[src/rtl/w5500_spi_ctrl.sv]
// W5500 SPI master: hardware reset, network/socket-0 init, then single-byte
// register read/write service for the host logic.
// Optional build macro W5500_VERSION_CHECK_EN: read VERSIONR after init and
// flag o_init_err (holding in ERR) unless it returns 0x04.
module w5500_spi_ctrl #(
    parameter int unsigned CLK_DIV      = 2,
    parameter int unsigned RST_LOW_CYC  = 25000,
    parameter int unsigned RST_WAIT_CYC = 100000,
    parameter logic [31:0] GATEWAY_IP   = 32'hC0A8_0001,
    parameter logic [31:0] SUBNET_MASK  = 32'hFFFF_FF00,
    parameter logic [47:0] MAC_ADDR     = 48'h00_08_DC_01_02_03,
    parameter logic [31:0] LOCAL_IP     = 32'hC0A8_000A,
    parameter logic [15:0] SRC_PORT     = 16'd2112
) (
    input  logic        i_clk_50m,
    input  logic        i_rst_n,
    output logic        o_spi_cs,
    output logic        o_spi_dclk,
    output logic        o_spi_mosi,
    input  logic        i_spi_miso,
    output logic        o_w5500_rst,
    input  logic        i_cmd_valid,
    input  logic        i_cmd_wr,
    input  logic [4:0]  i_cmd_bsb,
    input  logic [15:0] i_cmd_addr,
    input  logic [7:0]  i_cmd_wdata,
    output logic        o_cmd_ready,
    output logic        o_rd_valid,
    output logic [7:0]  o_rd_data,
    output logic        o_init_done,
    output logic        o_init_err
);

    localparam int unsigned CNT_MAX   = (RST_LOW_CYC > RST_WAIT_CYC) ? RST_LOW_CYC : RST_WAIT_CYC;
    localparam int unsigned CNT_W     = $clog2(CNT_MAX + 1);
    localparam int unsigned DIV_W     = $clog2(CLK_DIV + 1);
    localparam int unsigned HP_W      = 7;
    localparam int unsigned IDX_W     = 5;
    localparam int unsigned INIT_LEN  = 22;
    localparam int unsigned NET_BYTES = 18;
    // Common-register identity bytes, laid out in address order 0x0001..0x0012
    localparam logic [143:0] NET_ID = {GATEWAY_IP, SUBNET_MASK, MAC_ADDR, LOCAL_IP};
`ifdef W5500_VERSION_CHECK_EN
    localparam logic [31:0] VER_FRAME = {16'h0039, 5'd0, 1'b0, 2'b00, 8'h00};
`endif

    typedef enum logic [2:0] {
        RST_HOLD, RST_WAIT, INIT_XFER, INIT_NEXT, IDLE, XFER
`ifdef W5500_VERSION_CHECK_EN
        , VER_CHK, ERR
`endif
    } state_t;

    state_t             r_state, w_state_nxt;
    logic [CNT_W-1:0]   r_cnt, w_cnt_nxt;
    logic [IDX_W-1:0]   r_idx, w_idx_nxt;
    logic [DIV_W-1:0]   r_div, w_div_nxt;
    logic [HP_W-1:0]    r_hp, w_hp_nxt;
    logic [31:0]        r_tx, w_tx_nxt;
    logic [7:0]         r_rx, w_rx_nxt;
    logic               r_is_rd, w_is_rd_nxt;
    logic               r_cs, w_cs_nxt;
    logic               r_dclk, w_dclk_nxt;
    logic               r_mosi, w_mosi_nxt;
    logic               r_w5500_rst, w_w5500_rst_nxt;
    logic               r_ready, w_ready_nxt;
    logic               r_rd_valid, w_rd_valid_nxt;
    logic [7:0]         r_rd_data, w_rd_data_nxt;
    logic               r_init_done, w_init_done_nxt;
`ifdef W5500_VERSION_CHECK_EN
    logic               r_init_err, w_init_err_nxt;
`endif
    logic               w_in_xfer, w_tick, w_done, w_start;
    logic [31:0]        w_frame;

    // Init table entry: {addr, control (write, VDM), data}
    function automatic logic [31:0] init_frame(input logic [IDX_W-1:0] idx);
        logic [15:0] addr;
        logic [4:0]  bsb;
        logic [7:0]  data;
        addr = '0;
        bsb  = '0;
        data = '0;
        if (idx < IDX_W'(NET_BYTES)) begin
            addr = 16'(idx) + 16'd1;
            data = 8'(NET_ID >> ((NET_BYTES - 1 - 32'(idx)) * 8));
        end else begin
            bsb = 5'd1;
            case (idx)
                5'd18:   begin addr = 16'h0000; data = 8'h02;           end
                5'd19:   begin addr = 16'h0004; data = SRC_PORT[15:8];  end
                5'd20:   begin addr = 16'h0005; data = SRC_PORT[7:0];   end
                default: begin addr = 16'h0001; data = 8'h01;           end
            endcase
        end
        return {addr, bsb, 1'b1, 2'b00, data};
    endfunction

    // Next-state, serial engine and registered-output logic
    always_comb begin
        w_state_nxt     = r_state;
        w_cnt_nxt       = r_cnt;
        w_idx_nxt       = r_idx;
        w_div_nxt       = r_div;
        w_hp_nxt        = r_hp;
        w_tx_nxt        = r_tx;
        w_rx_nxt        = r_rx;
        w_is_rd_nxt     = r_is_rd;
        w_cs_nxt        = r_cs;
        w_dclk_nxt      = r_dclk;
        w_mosi_nxt      = r_mosi;
        w_w5500_rst_nxt = r_w5500_rst;
        w_ready_nxt     = r_ready;
        w_rd_valid_nxt  = 1'b0;
        w_rd_data_nxt   = r_rd_data;
        w_init_done_nxt = r_init_done;
`ifdef W5500_VERSION_CHECK_EN
        w_init_err_nxt  = r_init_err;
`endif
        w_done  = 1'b0;
        w_start = 1'b0;
        w_frame = '0;
        w_tick  = (r_div == '0);

        w_in_xfer = (r_state == INIT_XFER) || (r_state == XFER);
`ifdef W5500_VERSION_CHECK_EN
        if (r_state == VER_CHK) w_in_xfer = 1'b1;
`endif

        // Half-period sequencer: hp 0..63 are SCLK edges, 64 raises CS, 65..66 CS-high gap
        if (w_in_xfer) begin
            if (!w_tick) begin
                w_div_nxt = r_div - DIV_W'(1);
            end else begin
                w_div_nxt = DIV_W'(CLK_DIV - 1);
                w_hp_nxt  = r_hp + HP_W'(1);
                if (r_hp < HP_W'(64)) begin
                    if (!r_hp[0]) begin
                        w_dclk_nxt = 1'b1;
                        w_rx_nxt   = {r_rx[6:0], i_spi_miso};
                    end else begin
                        w_dclk_nxt = 1'b0;
                        w_tx_nxt   = r_tx << 1;
                        w_mosi_nxt = r_tx[30];
                    end
                end else if (r_hp == HP_W'(64)) begin
                    w_cs_nxt = 1'b1;
                    if ((r_state == XFER) && r_is_rd) begin
                        w_rd_valid_nxt = 1'b1;
                        w_rd_data_nxt  = r_rx;
                    end
                end else if (r_hp == HP_W'(66)) begin
                    w_done = 1'b1;
                end
            end
        end

        case (r_state)
            RST_HOLD: begin
                if (r_cnt == CNT_W'(RST_LOW_CYC - 1)) begin
                    w_cnt_nxt       = '0;
                    w_w5500_rst_nxt = 1'b1;
                    w_state_nxt     = RST_WAIT;
                end else begin
                    w_cnt_nxt = r_cnt + CNT_W'(1);
                end
            end
            RST_WAIT: begin
                if (r_cnt == CNT_W'(RST_WAIT_CYC - 1)) begin
                    w_cnt_nxt   = '0;
                    w_idx_nxt   = '0;
                    w_start     = 1'b1;
                    w_frame     = init_frame('0);
                    w_state_nxt = INIT_XFER;
                end else begin
                    w_cnt_nxt = r_cnt + CNT_W'(1);
                end
            end
            INIT_XFER: begin
                if (w_done) w_state_nxt = INIT_NEXT;
            end
            INIT_NEXT: begin
                if (r_idx == IDX_W'(INIT_LEN - 1)) begin
`ifdef W5500_VERSION_CHECK_EN
                    w_start     = 1'b1;
                    w_frame     = VER_FRAME;
                    w_state_nxt = VER_CHK;
`else
                    w_init_done_nxt = 1'b1;
                    w_ready_nxt     = 1'b1;
                    w_state_nxt     = IDLE;
`endif
                end else begin
                    w_idx_nxt   = r_idx + IDX_W'(1);
                    w_start     = 1'b1;
                    w_frame     = init_frame(r_idx + IDX_W'(1));
                    w_state_nxt = INIT_XFER;
                end
            end
            IDLE: begin
                if (i_cmd_valid && r_ready) begin
                    w_ready_nxt = 1'b0;
                    w_is_rd_nxt = !i_cmd_wr;
                    w_start     = 1'b1;
                    w_frame     = {i_cmd_addr, i_cmd_bsb, i_cmd_wr, 2'b00,
                                   i_cmd_wr ? i_cmd_wdata : 8'h00};
                    w_state_nxt = XFER;
                end
            end
            XFER: begin
                if (w_done) begin
                    w_ready_nxt = 1'b1;
                    w_state_nxt = IDLE;
                end
            end
`ifdef W5500_VERSION_CHECK_EN
            VER_CHK: begin
                if (w_done) begin
                    if (r_rx == 8'h04) begin
                        w_init_done_nxt = 1'b1;
                        w_ready_nxt     = 1'b1;
                        w_state_nxt     = IDLE;
                    end else begin
                        w_init_err_nxt = 1'b1;
                        w_state_nxt    = ERR;
                    end
                end
            end
            ERR: begin
                w_state_nxt = ERR;
            end
`endif
            default: w_state_nxt = RST_HOLD;
        endcase

        // Frame launch: CS falls with the first MOSI bit already valid
        if (w_start) begin
            w_cs_nxt   = 1'b0;
            w_dclk_nxt = 1'b0;
            w_tx_nxt   = w_frame;
            w_mosi_nxt = w_frame[31];
            w_div_nxt  = DIV_W'(CLK_DIV - 1);
            w_hp_nxt   = '0;
        end
    end

    // State and output registers with synchronous reset
    always_ff @(posedge i_clk_50m) begin
        if (!i_rst_n) begin
            r_state     <= RST_HOLD;
            r_cnt       <= '0;
            r_idx       <= '0;
            r_div       <= '0;
            r_hp        <= '0;
            r_tx        <= '0;
            r_rx        <= '0;
            r_is_rd     <= 1'b0;
            r_cs        <= 1'b1;
            r_dclk      <= 1'b0;
            r_mosi      <= 1'b0;
            r_w5500_rst <= 1'b0;
            r_ready     <= 1'b0;
            r_rd_valid  <= 1'b0;
            r_rd_data   <= '0;
            r_init_done <= 1'b0;
`ifdef W5500_VERSION_CHECK_EN
            r_init_err  <= 1'b0;
`endif
        end else begin
            r_state     <= w_state_nxt;
            r_cnt       <= w_cnt_nxt;
            r_idx       <= w_idx_nxt;
            r_div       <= w_div_nxt;
            r_hp        <= w_hp_nxt;
            r_tx        <= w_tx_nxt;
            r_rx        <= w_rx_nxt;
            r_is_rd     <= w_is_rd_nxt;
            r_cs        <= w_cs_nxt;
            r_dclk      <= w_dclk_nxt;
            r_mosi      <= w_mosi_nxt;
            r_w5500_rst <= w_w5500_rst_nxt;
            r_ready     <= w_ready_nxt;
            r_rd_valid  <= w_rd_valid_nxt;
            r_rd_data   <= w_rd_data_nxt;
            r_init_done <= w_init_done_nxt;
`ifdef W5500_VERSION_CHECK_EN
            r_init_err  <= w_init_err_nxt;
`endif
        end
    end

    assign o_spi_cs    = r_cs;
    assign o_spi_dclk  = r_dclk;
    assign o_spi_mosi  = r_mosi;
    assign o_w5500_rst = r_w5500_rst;
    assign o_cmd_ready = r_ready;
    assign o_rd_valid  = r_rd_valid;
    assign o_rd_data   = r_rd_data;
    assign o_init_done = r_init_done;
`ifdef W5500_VERSION_CHECK_EN
    assign o_init_err  = r_init_err;
`else
    assign o_init_err  = 1'b0;
`endif

endmodule

[config.mk]
export PLATFORM = sky130hd
export DESIGN_NAME = w5500_spi_ctrl
export DESIGN_NICKNAME = d
export VERILOG_FILES = /design/src/rtl/w5500_spi_ctrl.sv
export SDC_FILE = /design/constraint.sdc
export NUM_CORES = 1
export LEC_CHECK = 0
export BUFFER_PORTS_ARGS = -buffer_cell sky130_fd_sc_hd__buf_2
export CAP_MARGIN = 20
export CORE_MARGIN = 1
export CORE_UTILIZATION = 45
export DETAILED_ROUTE_END_ITERATION = 10
export GPL_TIMING_DRIVEN = 0
export PLACE_DENSITY_LB_ADDON = 0.12
export SYNTH_ARGS = -nofsm -noshare
export SYNTH_HDL_FRONTEND = slang
export SYNTH_SLANG_ARGS = --single-unit
[constraint.sdc]
create_clock -name i_clk_50m -period 9.05 [get_ports i_clk_50m]
set_input_delay 0.905 -clock i_clk_50m [delete_from_list [all_inputs] [get_ports i_clk_50m]]
set_output_delay 0.905 -clock i_clk_50m [all_outputs]
set_load 0.03 [all_outputs]
==> flow_summary.yaml, run 1 <==
yosys:
  synthCells: 587
  ys_ff_latch: 89
  synth_edf_count: 0
  synth-seq-area-share: 0.3723
  synth.net_count: 633
  synth_cell_types: 68
  synth_ff_type: "dfxtp_1"
  netlist_area_um2: 4786
  avgSynthCellArea_um2: 8.153
  async_reset_ff_frac: 0
  synth_warnings: 0
power:
  p_comb_frac: 0.042
  switching_share: 0.2292
  power.density_nw_per_um2: 131.7
  p_seq_frac: 0.554
  irDropWorstVdd_uv: 156.3
  clockPowerShare: 0.405
  power.switching_w: 0.0001632
  power_w: 0.0007121
  power_leakage_nw: 2.091
  p_int_w: 0.0005489
layout:
  syn2layout_area_growth_pct: 12.94
  layout.nets: 691
  instances_no_fill: 786
  mostFrequentLayoutCell: "dfxtp_1"
  num-fill-cells: 1024
  final_core_util: 0.5236
  layout_common_cells: "89 x dfxtp_1, 83 x nor2_1, 53 x buf_2"
  drive_above_1_share: 0.1277
  insertedDiodeCount: 0
route:
  dr.first_iter.drc_count: 252
  routedWlPerCell_um: 15.91
  drc_errors: 0
  drt-total-wl_um: 12500
  detail-route-antenna-nets: 0
  first_pass_iters: 5
  vias_per_cell: 5.850
  vias: 4598
run:
  cap_violations: 0
worst_setup_path:
  rr_startpoint: "r_idx[1]"
  setup.worst_path.end_class: "register"
  worst_ep_required_time_ns: 9.33
  critical_path_class: "register to register"
  startpoint_type: "register"
  worstRegToRegCells: 11
  crit_arrival_ns: 3.80
  cp_max_fo: 10
  rrSetupSlack_ns: 5.53
  r2r_end: "r_tx[5]"
cts:
  h-tree-depth: 3
  cts_resized: 0
  clk_pin_slew_ns: 0.09
  cts-hold-fix-buffers: 0
  clk_path_buf_depth: 2
  cts_tree: "done"
  cts.root.buffer_cell: "clkbuf_8"
  clkLatencyLatePin_ns: 0.36
  cts_num_sinks: 89
  post-cts-setup-buffer-count: 0
  numCtsBuffers: 9
placement:
  pre_cts_ws_ns: 5.602
  gp_congestion: 0.9386
  dp.cells: 770
  hpwl_um: 9208
  numPortBuffers: 47
global_route:
  first_global_vias: 4304
  antenna_found_initial: 0
  grt_start_max_net_pins: 16
  grt_pass1_wl_um: 20850
  overflow: 0
  grt_use_total: 0.2339
timing:
  hold_viol_final: 0
  report.final.slew_viol_count: 0
  period_minus_slack_ns: 3.519
  fin_crit_sh: 0.3888
  max_freq_ghz: 0.2842
  worstMarginPinSlew_ns: 0.8637
  fin_tns_setup_ns: 0
  rsz0062_at_grt: "no"
  max_slew_margin: 0.4189
  setup_viol: 0
  worst_slack_ns: 5.531
  finalClockSkew_ns: 0.01291
die:
  num_io_pins: 50
  die_w_um: 105.1
  dieHeight_um: 105.1
  fp.coreArea_um2: 10320
  num_rows: 37
  start_util: 0.4636
  die_area_um2: 11050
worst_hold_path:
  hold_end: "o_w5500_rst"
  hp-start: "o_w5500_rst"
  holdPathStages: 2
  hold_class: "register to register"
run_status:
  status: "completed"
==> final cells by class <==
class	instances	area [um^2]	area share
buffer	36	157.7	0.02917
clock buffer	11	151.4	0.02801
clock inverter	5	62.56	0.01157
inverter	12	45.04	0.008333
multi-input combinational	450	2801	0.5183
sequential	89	1782	0.3296
tap	136	170.2	0.03148
timing repair buffer	47	235.2	0.04352
==> power by group through the flow <==
stage / combinational, W / clock (W) / sequential (W)
finish: 0.0000296 / 0.000288 / 0.000394
global route: 0.0000327 / 0.000311 / 0.000395
CTS: 0.0000295 / 0.000298 / 0.000394
detailed placement: 0.0000293 / 0 / 0.000404
global placement: 0.0000285 / 0 / 0.000404
floorplan: 0.0000163 / 0 / 0.000403
==> registers in the layout, summed over array words and instances, names as in the netlist <==
signal,flops
r_tx,31
r_cnt,17
o_rd_data,8
r_rx,8
r_hp,7
r_idx,5
r_state,3
r_div,2
o_cmd_ready,1
o_init_done,1
o_rd_valid,1
o_spi_cs,1
o_spi_dclk,1
o_spi_mosi,1
o_w5500_rst,1
r_is_rd,1
==> synthesized netlist by cell type, types with 4 or more instances <==
library cell  instances  area, um^2
a31oi_1               6       37.54
nand4_1               9       56.30
ha_1                 12       150.1
dfxtp_1              89        1782
o221ai_1             15       131.4
buf_4                 4       30.03
nand3_1              17       85.08
xor2_1               15       131.4
o22ai_1               4       25.02
a21oi_1              41       205.2
nor2_1               83       311.6
or3_1                 5       31.28
nor2b_1               7       43.79
nand3b_1              5       37.54
nor4bb_1              4       40.04
a32o_1                6       60.06
clkbuf_1             22       82.58
and4_1                5       43.79
buf_2                 6       30.03
buf_1                 4       15.01
nand2_1              52       195.2
mux2i_1              21       210.2
xnor2_1              13       113.9
o21ai_0              49       245.2
nor3_1               13       65.06
inv_1                11       41.29
==> layer usage <==
metal / vias to the layer above / GRT usage / routed length, um
met4: 0 / 0.07847 / 197
met2: 161 / 0.3699 / 5485
met5: - / 0 / 0
met1: 2161 / 0.3155 / 6071
li1: 2258 / - / -
met3: 18 / 0.04991 / 749
==> how the worst max path moves through the flow <==
stage	start	endpoint	slack [ns]	cells after the start
after CTS	r_idx[1]	r_tx[5]	5.58	11
final	r_idx[1]	r_tx[5]	5.53	11
after detailed placement	r_idx[1]	r_tx[5]	5.60	11
after global placement	r_idx[1]	r_tx[3]	5.66	11
after floorplan	r_idx[1]	r_tx[3]	6.21	11
after global routing	r_idx[1]	r_tx[5]	5.20	11
==> per-stage QoR <==
stage / cell area [um^2] / hold WS (ns)
final: 5405 / 0.4675
after global routing: 5405 / 0.4901
after CTS: 5405 / 0.4691
after detailed placement: 5191 / 0.4535
after global placement: 5191 / 0.4382
after floorplan: 4786 / 0.4199
==> critical path, stage by stage (launching register included) <==
cell	delay, ns
dfxtp_1	0.41
ha_1	0.26
buf_1	0.22
xnor2_1	0.69
ha_1	0.40
xnor2_1	0.13
xnor2_1	0.48
and2_1	0.21
o21ai_0	0.08
o41ai_1	0.12
a41oi_1	0.22
a211oi_1	0.24
==> logic make-up (layout without fill, tap and decap cells) <==
family	count (synthesis)	in the layout	synth area share
AND/OR/NAND/NOR	227	227	0.2392
AO/OA/AOI/OAI	161	161	0.2188
flip-flops	89	89	0.3723
buffers and inverters	48	111	0.04235
XOR/XNOR	28	28	0.05124
multiplexers	21	21	0.04392
adder cells (fa/ha/maj)	12	12	0.03137
other	1	1	0.0007836
(Power assumes the default switching activity.)
==> run 2: changes to the inputs <==
==> constraint.sdc (replaced) <==
create_clock -name i_clk_50m -period 3.3 [get_ports i_clk_50m]
set_input_delay 0.33 -clock i_clk_50m [delete_from_list [all_inputs] [get_ports i_clk_50m]]
set_output_delay 0.33 -clock i_clk_50m [all_outputs]
set_load 0.03 [all_outputs]
==> flow_summary.yaml, run 2 (synthesized netlist as in run 1, its figures left out) <==
layout:
  insertedDiodeCount: 0
  design_area_um2: 5443
  layout_common_cells: "88 x dfxtp_1, 83 x nor2_1, 53 x buf_2"
  instances_no_fill: 786
  largest_reg_flops: 31
  mostFrequentLayoutCell: "dfxtp_1"
  multi_input_area_um2: 2835
  layout.nets: 691
  syn2layout_area_growth_pct: 13.73
  final_core_util: 0.5272
  reg.largest.list: "r_tx (31), r_cnt (17)"
  seqCellArea_um2: 1783
  drive_above_1_share: 0.1369
  top_register: "r_tx"
  num-fill-cells: 1022
timing:
  period_minus_slack_ns: 3.066
  finalClockSkew_ns: 0.01276
  rsz0062_at_grt: "no"
  fin_tns_setup_ns: 0
  max_freq_ghz: 0.3262
  worst_slack_ns: 0.2340
  setup_viol: 0
  fin_crit_sh: 0.9291
  max_slew_margin: 0.4233
  worstMarginPinSlew_ns: 0.8571
  report.final.slew_viol_count: 0
  hold_viol_final: 0
power:
  p_seq_frac: 0.554
  irDropWorstVdd_uv: 428.8
  switching_share: 0.2293
  clockPowerShare: 0.405
  p_comb_frac: 0.042
  power.switching_w: 0.0004478
  p_int_w: 0.001505
  power.density_nw_per_um2: 358.8
  power_leakage_nw: 2.118
route:
  vias_per_cell: 5.802
  detail-route-antenna-nets: 0
  drt-total-wl_um: 12490
  drc_errors: 0
  vias: 4560
  dr.first_iter.drc_count: 279
  first_pass_iters: 5
  routedWlPerCell_um: 15.89
worst_setup_path:
  worstRegToRegCells: 9
  startpoint_type: "register"
  setup.worst_path.end_class: "register"
  crit_arrival_ns: 3.33
  cp_top_family: "compound AO/OA/AOI/OAI gates"
  crit_buf_inv: 3
  cpPeakStageDelay_ns: 0.45
  worst_ep_required_time_ns: 3.56
  critical_path_class: "register to register"
  cp_max_fo: 10
  crit_chain: "buf_2, inv_1, ha_1, clkbuf_1, a311o_1, o21ai_0, o2111ai_1, o311ai_0, a22o_1"
  critPathSlowestCell: "clkbuf_1"
  critical_path_depth: 9
cts:
  h-tree-depth: 3
  post-cts-setup-buffer-count: 0
  cts_num_sinks: 89
  clkLatencyLatePin_ns: 0.36
  cts.root.buffer_cell: "clkbuf_8"
  numCtsBuffers: 9
  clk_path_buf_depth: 2
  clk_pin_slew_ns: 0.09
  cts_tree: "done"
placement:
  gp_congestion: 0.9386
  dpl_cell_area_um2: 5191
  numPortBuffers: 47
  pre_cts_ws_ns: -0.1476
  dp.cells: 770
  hpwl_um: 9208
worst_hold_path:
  holdPathStages: 3
  hold_class: "primary input to register"
run:
  cap_violations: 0
die:
  fp.coreArea_um2: 10320
  start_util: 0.4636
  num_rows: 37
  num_io_pins: 50
  die_w_um: 105.1
  die_area_um2: 11050
  dieHeight_um: 105.1
global_route:
  first_global_vias: 4303
  grt_start_max_net_pins: 16
  antenna_found_initial: 0
  grt_pass1_wl_um: 20870
  grt_use_total: 0.2340
  overflow: 0
run_status:
  status: "completed"
[run 2: path summary, 6_finish.rpt]
check / start / end / slack, ns
worst min-delay path: i_spi_miso / r_rx[0] / 0.22
worst min register to register: o_w5500_rst / o_w5500_rst / 0.47
worst max-delay path: r_idx[0] / r_tx[1] / 0.23
worst max register to register: r_idx[0] / r_tx[1] / 0.23
[run 2: through the flow]
step | total power (W) | hold WS, ns
after CTS | 0.001980 | 0.2086
final | 0.001953 | 0.2233
after global routing | 0.002025 | 0.2143
after detailed placement | 0.001187 | 0.4535
after floorplan | 0.001151 | 0.4199
after global placement | 0.001185 | 0.4382
[run 2: timing repair]
action                     CTS  global route
setup endpoints to repair    6             8
hold buffers                 0             0
gates resized for setup      1             7
[run 2: cell type report]
| type | count | area share |
|---|---|---|
| clock buffer | 11 | 0.02782 |
| buffer | 36 | 0.02943 |
| multi-input combinational | 450 | 0.5209 |
| sequential | 89 | 0.3276 |
| timing repair buffer | 47 | 0.04322 |
| inverter | 12 | 0.008276 |
| clock inverter | 5 | 0.01149 |
| tap | 136 | 0.03126 |
[run 2: tightest hold or removal path, delay by kind of cell]
kind	cells	cell delay, ns
AND/OR/NAND/NOR	1	0.09
buffers and inverters	1	0.07
multiplexers	1	0.05
[run 2: power by group through the flow]
stage | clock network [W] | registers [W] | logic [W]
finish | 0.000790 | 0.00108 | 0.0000812
global route | 0.000852 | 0.00108 | 0.0000895
CTS | 0.000818 | 0.00108 | 0.0000808
detailed placement | 0 | 0.00111 | 0.0000803
global placement | 0 | 0.00111 | 0.0000783
floorplan | 0 | 0.00111 | 0.0000446
[run 2: layer usage]
layer | vias to the layer above | routed length [um] | track usage
li1 | 2255 | - | -
met1 | 2127 | 6019 | 0.3159
met2 | 155 | 5493 | 0.3699
met3 | 23 | 734 | 0.04991
met4 | 0 | 242 | 0.07847
met5 | - | 0 | 0
